--- src/rtl/shift_receiver_pkg.sv ---
// Shared definitions for the serial receive path and its downstream transmitter.
package shift_receiver_pkg;

    localparam int WIDTH_DEFAULT = 32;
    localparam int CNT_W         = 6;

    typedef enum logic {
        ST_EMPTY = 1'b0,
        ST_FULL  = 1'b1
    } out_state_e;

endpackage

--- src/rtl/shift_receiver.sv ---
// MSB-first serial-to-parallel receiver with a one-word output holding register.
// Handshake: a word moves downstream on a rising edge where out_valid=1 and out_ready=1.
module shift_receiver
    import shift_receiver_pkg::*;
#(
    parameter int WIDTH = WIDTH_DEFAULT
) (
    input  logic             clk,
    input  logic             reset,
    input  logic             enable,
    input  logic             in,
    input  logic             abort,
    input  logic             clear_overflow,
    input  logic             out_ready,
    output logic [WIDTH-1:0] out_data,
    output logic             out_valid,
    output logic [CNT_W-1:0] bit_count,
    output logic             overflow,
    output logic             busy
);

    out_state_e       state_q, state_d;
    logic [WIDTH-1:0] shift_q, shift_d;
    logic [WIDTH-1:0] data_q,  data_d;
    logic [CNT_W-1:0] cnt_q,   cnt_d;
    logic             ovf_q,   ovf_d;
    logic             complete;
    logic [WIDTH-1:0] word_w;

    assign word_w = {shift_q[WIDTH-2:0], in};

    always_comb begin
        shift_d  = shift_q;
        cnt_d    = cnt_q;
        complete = 1'b0;
        if (abort) begin
            shift_d = '0;
            cnt_d   = '0;
        end else if (enable) begin
            shift_d = word_w;
            if (cnt_q == CNT_W'(WIDTH - 1)) begin
                cnt_d    = '0;
                complete = 1'b1;
            end else begin
                cnt_d = cnt_q + 6'd1;
            end
        end
    end

    // A clear and a new drop on the same edge leave the flag set.
    always_comb begin
        state_d = state_q;
        data_d  = data_q;
        ovf_d   = ovf_q;
        if (clear_overflow) ovf_d = 1'b0;
        case (state_q)
            ST_EMPTY: begin
                if (complete) begin
                    data_d  = word_w;
                    state_d = ST_FULL;
                end
            end
            ST_FULL: begin
                if (complete) begin
                    if (out_ready) data_d = word_w;
                    else           ovf_d  = 1'b1;
                end else if (out_ready) begin
                    state_d = ST_EMPTY;
                end
            end
            default: state_d = ST_EMPTY;
        endcase
    end

    always_ff @(posedge clk or negedge reset) begin
        if (!reset) begin
            state_q <= ST_EMPTY;
            shift_q <= '0;
            data_q  <= '0;
            cnt_q   <= '0;
            ovf_q   <= 1'b0;
        end else begin
            state_q <= state_d;
            shift_q <= shift_d;
            data_q  <= data_d;
            cnt_q   <= cnt_d;
            ovf_q   <= ovf_d;
        end
    end

    // The FSM state is directly visible as out_valid.
    assign out_data  = data_q;
    assign out_valid = (state_q == ST_FULL);
    assign bit_count = cnt_q;
    assign overflow  = ovf_q;
    assign busy      = (cnt_q != '0);

    a_valid_known: assert property (@(posedge clk) disable iff (!reset) !$isunknown(out_valid));
    a_count_range: assert property (@(posedge clk) disable iff (!reset) 32'(bit_count) < WIDTH);
    a_data_hold:   assert property (@(posedge clk) disable iff (!reset)
                                    (out_valid && !out_ready) |=> $stable(out_data));

endmodule

--- config.mk ---
export PLATFORM = sky130hd
export DESIGN_NAME = shift_receiver
export DESIGN_NICKNAME = d
export VERILOG_FILES = /design/src/rtl/shift_receiver_pkg.sv /design/src/rtl/shift_receiver.sv
export SDC_FILE = /design/constraint.sdc
export NUM_CORES = 1
export LEC_CHECK = 0
export CAP_MARGIN = 25
export CELL_PAD_IN_SITES_DETAIL_PLACEMENT = 0
export CELL_PAD_IN_SITES_GLOBAL_PLACEMENT = 1
export CORE_MARGIN = 4
export CORE_UTILIZATION = 46
export CTS_CLUSTER_DIAMETER = 60
export DETAILED_ROUTE_END_ITERATION = 6
export GPL_ROUTABILITY_DRIVEN = 0
export PLACE_DENSITY_LB_ADDON = 0.05
export SETUP_SLACK_MARGIN = 0.05
export SKIP_CTS_REPAIR_TIMING = 1
export SYNTH_ARGS = -nofsm -noshare
export SYNTH_HDL_FRONTEND = slang
export SYNTH_SLANG_ARGS = --single-unit
--- constraint.sdc ---
create_clock -name clk -period 3.3 [get_ports clk]
set_input_delay 0.66 -clock clk [delete_from_list [all_inputs] [get_ports clk]]
set_output_delay 0.66 -clock clk [all_outputs]
set_load 0.03 [all_outputs]
After elaboration in Yosys (flattened, before gate mapping)
Index checks and enable logic that the tools add are counted.
{"block": "word_totals", "ram_bits": 0, "out_inout_bits": 41, "reg_bits": 71, "latchBits": 0, "n_memories": 0, "wordCells": 34, "mem_bits_ro": 0}
{"block": "classes", "n_mux": 20, "n_eq_ne": 4, "addsub": 1, "shifts": 0, "n_reduce_logical": 3, "magnitude_cmp": 0, "div": 0, "n_mul": 0, "bitwise": 1}
{"operator": "two-way mux 32 bit", "count": 3}
{"operator": "case mux 32 bit (2 select lines)", "count": 1}
{"operator": "two-way mux 31 bit", "count": 2}
{"operator": "two-way mux 6 bit", "count": 3}
{"operator": "two-way mux 1 bit", "count": 10}
{"operator": "adder 6 x 1 -> 6 bit, second input constant", "count": 1}
{"operator": "equality test 6 x 5 -> 1 bit, second input constant", "count": 1}
{"operator": "nonzero test 6 bit", "count": 1}
{"operator": "!= test 2 bit, second input constant", "count": 2}
{"operator": "AND reduction 3 bit", "count": 1}
{"operator": "!= test 2 x 1 -> 1 bit, second input constant", "count": 1}
{"operator": "case mux 1 bit (2 select lines)", "count": 1}
{"operator": "nonzero test 2 bit", "count": 1}
{"operator": "inverter 1 bit", "count": 1}

Logic depth before layout (Yosys ltp)
Gate-level depths: netlist of run 1.
{"block": "depth", "depth_word": 6, "ltp_mapped": 5, "mapped_depth_nobuf": 4}

Worst setup path after synthesis of run 1
No wires, ideal clock.
{"block": "synth_path", "path_kind": "reg2reg", "from": "register cnt_q[1] (netlist: bit_count[1])", "to": "register data_q[10] (netlist: out_data[10])", "arrival_ns": 1.833, "n_path_buf": 1, "setup_slack_ns": 1.342, "setup_ns": 0.125, "path_stages_with_launch": 6, "cell_sequence": "dfrtp_1 > ha_1 > nand2_1 > nor4b_4 > buf_6 > mux2_2"}
{"block": "synth_between", "elab_chain_cells": 6, "elab_cells_between_ends": 7, "cone_classes": "eq/ne: 3; mux: 3; reduce/logical: 1"}
{"element": "start: declaration", "line": "shift_receiver.sv:25", "rtl": "logic [CNT_W-1:0] cnt_q, cnt_d;"}
{"element": "start signal: assignment", "line": "shift_receiver.sv:86", "rtl": "cnt_q <= cnt_d;"}
{"element": "equality test 6 x 5 -> 1 bit (*)", "line": "shift_receiver.sv:41", "rtl": "if (cnt_q == CNT_W'(WIDTH - 1)) begin"}
{"element": "two-way mux 1 bit (*)", "line": "shift_receiver.sv:41"}
{"element": "two-way mux 1 bit (*)", "line": "shift_receiver.sv:39", "rtl": "end else if (enable) begin"}
{"element": "two-way mux 1 bit (*)", "line": "shift_receiver.sv:36", "rtl": "if (abort) begin"}
{"element": "!= test 2 bit (no source line) / != test 2 x 1 -> 1 bit (equally long branches)"}
{"element": "AND reduction 3 bit (no source line) (*)"}
{"element": "end signal: assignment", "line": "shift_receiver.sv:85", "rtl": "data_q <= data_d;"}
{"element": "end: declaration", "line": "shift_receiver.sv:24", "rtl": "logic [WIDTH-1:0] data_q, data_d;"}
Every way passes the cells marked *; elsewhere a longest branch is shown, timed or not.
A chain may end at the register's enable or synchronous reset.

Worst setup path after layout of run 1
{"block": "layout_path", "from": "register cnt_q[2] (netlist: bit_count[2])", "to": "output port busy"}
{"block": "layout_between", "elab_chain_cells": 1}
{"element": "nonzero test 6 bit", "line": "shift_receiver.sv:96", "rtl": "assign busy = (cnt_q != '0);"}
{"element": "end: declaration", "line": "shift_receiver.sv:19", "rtl": "output logic busy"}
No other way between the ends.

==> results.yml, run 1 <==
grt:
  grt_overflow: 0
  track_usage: 0.1526
  grt_pass1_vias: 1831
  antenna_found_initial: 0
  grt_first_pass_wirelength_mm: 8.935
  grt_start_max_net_pins: 72
floorplan:
  die_h_um: 86.99
  io_pins: 48
  start_util: 0.4791
  die_area_mm2: 0.007567
  die_x_um: 86.99
  rows: 28
  core_mm2: 0.005991
critical_path:
  r2r_cells: 5
  crit_type: "register to output pin"
  crit_arrival_ns: 1.78
  slowest_stage: "clkdlybuf4s50_1"
  startpoint_type: "register"
  cp.required_ns: 2.64
  worstPathCellList: "nor4_1 > nand2_1 > clkdlybuf4s50_1"
  end_kind: "output pin"
  max_stage_delay_ns: 0.59
  cp_max_fo: 7
clock_tree:
  h-tree-depth: 3
  clock_path_buffers: 2
  cts_tree: "built"
  cts_made_buffers: 9
  clkLatencyLatePin_ns: 0.33
  clk_pin_slew_ns: 0.07
  numClockSinks: 71
  root_buffer: "clkbuf_8"
sta:
  hold_violations: 0
  worstMarginPinSlew_ns: 0.8731
  relSlewSlack: 0.4179
  rsz0062_at_grt: "false"
  fin_crit_sh: 0.7379
  finClkSkew_ns: 0.009547
  setup_viol: 0
  fmax_mhz: 410.6
  post-route-min-period_ns: 2.435
  maxSlewViolCount: 0
  timing.hold.ws_ns: 0.4283
  fin_setup_tns_ns: 0
detailed_routing:
  viasPerCell: 5.047
  drt-total-wl_mm: 5.024
  firstDrtPassIters: 4
  drt-wirelength-per-cell_um: 14.86
  drtIter0Drc: 74
  drcViolationCount: 0
  vias: 1706
  ant_nets: 0
synthesis:
  netlist-cell-type-count: 26
  seq_area_frac_synth: 0.6190
  synth_edf_count: 0
  synth_top_area_frac: 0.6190
  synthMostInstantiatedCell: "dfrtp_1"
  yosys_warnings: 0
  synth_xor_area_frac: 0.009154
  synth_common_cells: "71 x dfrtp_1, 35 x nor2_1, 32 x mux2i_1"
  synth_compound_area_frac: 0.01003
  synthSimpleGateAreaFrac: 0.08718
  synth.area.top_cells: "dfrtp_1 62%, mux2i_1 11%, mux2_2 11%, nor2_1 4.6%, mux2_1 1.6%"
  synth_top_family_by_area: "multiplexers"
  synth_ff_type: "dfrtp_1"
  yosys_register_bits: 71
  syn_inst: 210
  synth.largest_area_cell: "dfrtp_1"
  syn_area_mm2: 0.002870
  synth-async-reset-ratio: 1.000
  post_synth_mux_area_share: 0.2371
  syn_area_per_cell_um2: 13.67
  syn-num-nets: 219
  synthAdderAreaFrac: 0.008718
layout:
  drive_above_1_share: 0.1863
  fin_util: 0.5942
  nets: 270
  diodes: 0
  area_growth_pct: 24.02
  num-fill-cells: 494
power_and_ir_drop:
  ir_drop_uv: 258.1
  leakagePower_nw: 1.781
  power_density_mw_per_mm2: 438.9
  power_w: 0.001562
hold_path:
  min_path_type: "input port to async pin"
job:
  cap_violations: 0
placement:
  post-dp-hpwl_mm: 3.081
  port-buffer-count: 47
outcome:
  outcome: "finished, final reports clean"
## area by class of cell
type	instances	area (um2)	share of cell area
inverter	4	15.01	0.004218
clock buffer	12	165.2	0.04640
multi-input combinational	124	1011	0.2840
tap	75	93.84	0.02636
timing repair buffer	51	493.0	0.1385
clock inverter	1	5.005	0.001406
sequential	71	1777	0.4991
## logic make-up (layout without fill, tap and decap cells)
family	after synthesis	count (layout)
buffers and inverters	15	68
XOR/XNOR	3	3
AND/OR/NAND/NOR	50	50
adder cells (fa/ha/maj)	2	2
multiplexers	64	64
flip-flops	71	71
AO/OA/AOI/OAI	5	5
## worst max-delay path: cells and delay by family, from the launching register on
| kind | cells | cell delay (ns) |
|---|---|---|
| DFF | 1 | 0.49 |
| buffers and inverters | 1 | 0.59 |
| and+or+nand+nor | 2 | 0.37 |
## cell usage in the layout (no fill, tap or decap)
master,Yosys,routed
dfrtp_1,71,71
clkdlybuf4s50_1,0,45
nor2_1,35,35
mux2i_1,32,32
mux2_2,28,28
clkbuf_8,0,12
buf_4,0,5
inv_1,4,4
mux2_1,4,4
nand2_1,3,3
xor2_1,3,3
nand2b_1,2,2
nand4_1,2,2
a21oi_1,2,2
nand3_1,2,2
ha_1,2,2
nand4b_4,1,1
or3_1,1,1
o22ai_1,1,1
nor4_1,1,1
nor4b_4,1,1
nor3_1,1,1
o211ai_1,1,1
or4_1,1,1
o21ai_0,1,1
clkinv_2,0,1
buf_2,3,1
## where the power goes
| part | internal, W | leakage, nW | switching, W | total, W |
|---|---|---|---|---|
| Combinational | 0.0000248 | 0.700 | 0.0000483 | 0.0000732 |
| Clock | 0.000321 | 0.0902 | 0.000290 | 0.000611 |
| Sequential | 0.000873 | 0.990 | 0.00000444 | 0.000878 |
## metal layers
layer | track usage | vias to the layer above | wire length (um)
met1 | 0.2036 | 837 | 2453
met5 | 0 | - | 0
met2 | 0.2312 | 41 | 2220
met4 | 0.07649 | 0 | 109
li1 | - | 819 | -
met3 | 0.03879 | 9 | 241
## path summary, 6_finish.rpt
path                                end          from  slack, ns
setup / recovery                   busy  bit_count[2]       0.86
hold / removal              out_data[0]         reset       0.43
setup reg to reg           out_data[20]  bit_count[1]       1.32
hold reg to reg            out_data[26]  out_data[26]       0.49
max in group asynchronous   out_data[9]         reset       2.27
min in group clk           out_data[26]  out_data[26]       0.49
## through the flow
step                worst slack [ns]  cell area [um2]  cells
finish                        0.8648             3560    338
global placement              0.9984             3390    325
CTS                           0.8379             3560    338
detailed placement            0.9448             3390    325
global route                  0.7522             3560    338
floorplan                      1.342             2870    210
## sequential cells by signal (all words and copies together) (netlist names)
signal     flops
out_data      32
bit_count      6
overflow       1
out_valid      1
shift_q       31
No activity file was read; power rests on OpenSTA's default activity.
==> run 2: changes to the inputs <==
Settings changed: CORE_UTILIZATION 46 to 38.
Clock period 3.3 ns to 1.98 ns, I/O delays scaled along.
==> results.yml, run 2 (synthesis results as in run 1) <==
sta:
  fmax_mhz: 541.3
  post-route-min-period_ns: 1.848
  setup_viol: 0
  rsz0062_at_grt: "false"
  worstMarginPinSlew_ns: 0.4447
  relSlewSlack: 0.7036
  finClkSkew_ns: 0.008446
  fin_crit_sh: 0.9331
  timing.hold.ws_ns: -0.006218
  hold_violations: 3
  maxSlewViolCount: 0
grt:
  grt_first_pass_wirelength_mm: 9.080
  grt_pass1_vias: 1791
  track_usage: 0.1316
  grt_overflow: 0
  antenna_found_initial: 0
  grt_start_max_net_pins: 40
critical_path:
  max_stage_delay_ns: 0.41
  crit_arrival_ns: 2.07
  worstPathCellList: "ha_1 > nand2_1 > nor4b_4 > buf_12 > mux2_2"
  worstReg2RegStart: "bit_count[0]"
  reg2reg_slack_ns: 0.13
  r2r_cells: 5
  crit_buf_inv: 1
  cp.required_ns: 2.20
  end_kind: "register"
  critPathTopFamily: "simple AND/OR/NAND/NOR gates"
  startpoint_type: "register"
  slowest_stage: "dfrtp_2"
  crit_type: "register to register"
  critical_path_depth: 5
  cp_max_fo: 32
  r2r_end: "out_data[9]"
power_and_ir_drop:
  ir_drop_uv: 364.2
  power_density_mw_per_mm2: 744.2
  power_w: 0.002738
  leakagePower_nw: 1.869
placement:
  place_area_mm2: 0.003470
  port-buffer-count: 47
  post-dp-hpwl_mm: 3.231
floorplan:
  die_x_um: 94.91
  start_util: 0.3936
  die_area_mm2: 0.009008
  die_h_um: 94.91
  core_mm2: 0.007292
  rows: 31
  io_pins: 48
detailed_routing:
  drt-total-wl_mm: 5.232
  ant_nets: 0
  vias: 1751
  firstDrtPassIters: 4
  drt-wirelength-per-cell_um: 14.22
  viasPerCell: 4.758
  drcViolationCount: 0
  drtIter0Drc: 93
layout:
  diodes: 0
  num-fill-cells: 698
  nets: 273
  final_area_mm2: 0.003679
  drive_above_1_share: 0.2082
  regArea_mm2: 0.001779
  mostFrequentLayoutCells: "69 x dfrtp_1, 41 x clkdlybuf4s50_1, 35 x nor2_1"
  multi_input_area_mm2: 0.001011
  largest_reg_flops: 32
  layout_commonest_cell: "dfrtp_1"
  area_growth_pct: 28.16
outcome:
  violations: "negative hold slack"
  outcome: "finished with violations"
clock_tree:
  h-tree-depth: 3
  clkLatencyLatePin_ns: 0.34
  clock_path_buffers: 2
  cts_made_buffers: 9
  clk_pin_slew_ns: 0.08
  root_buffer: "clkbuf_8"
  numClockSinks: 71
  cts_tree: "built"
job:
  cap_violations: 0
hold_path:
  min_path_type: "input port to async pin"
## run 2: cell types whose count changed in the layout (fill, tap and decap cells not counted), sizes merged
cell / before / now
clkinvlp: 0 / 3
clkdlybuf4s50: 45 / 41
clkbuf: 12 / 11
dlymetal6s2s: 0 / 4
bufinv: 0 / 1
buf: 6 / 9
## run 2: stage by stage
step | hold slack [ns] | std cells | worst slack [ns] | util | TNS, ns
4_1_cts | 0.0003597 | 368 | -0.2360 | 0.5031 | -0.2439
5_1_grt | 0.01162 | 368 | 0.05259 | 0.5045 | 0
3_5_place_dp | 0.3768 | 352 | -0.0001955 | 0.4758 | -0.0001955
3_3_place_gp | 0.3773 | 352 | 0.02282 | 0.4758 | 0
2_1_floorplan | 0.1004 | 210 | 0.1211 | - | 0
6_report | -0.006218 | 368 | 0.1325 | 0.5045 | 0
## run 2: report_power, final
part / internal (W) / switching [W] / leakage, nW / total, W
clock: 0.000614 / 0.000533 / 0.0916 / 0.00115
sequential: 0.00146 / 0.00000663 / 0.987 / 0.00146
combinational: 0.0000459 / 0.0000824 / 0.790 / 0.000128
total: 0.00212 / 0.000622 / 1.87 / 0.00274
## run 2: worst register-to-register path, stage by stage, from the launching register on
cell and delay [ns]:
dfrtp_2 0.41, ha_1 0.24, nand2_1 0.16, nor4b_4 0.30
buf_12 0.26, mux2_2 0.37
## run 2: worst max path at each step
stage          slack [ns]            to         start
2_1_floorplan        0.12  out_data[10]  bit_count[2]
3_3_place_gp         0.02   out_data[6]         abort
3_5_place_dp      -0.0002   out_data[3]     out_ready
4_1_cts             -0.24          busy  bit_count[3]
5_1_grt              0.05  out_data[13]  bit_count[0]
6_report             0.13   out_data[9]  bit_count[0]
## run 2: layout make-up
| type | count | share of cell area |
|---|---|---|
| timing repair buffer | 54 | 0.1497 |
| tap | 99 | 0.03367 |
| sequential | 71 | 0.4837 |
| inverter | 4 | 0.004082 |
| clock buffer | 11 | 0.03844 |
| clock inverter | 5 | 0.01565 |
| multi-input combinational | 124 | 0.2748 |
## run 2: routing by layer
metal,part of all wire,global-route usage,up-vias
met1,0.48,0.1753,881
li1,-,-,828
met5,0,0,-
met4,0.012,0.05409,0
met3,0.061,0.05020,6
met2,0.45,0.1920,36
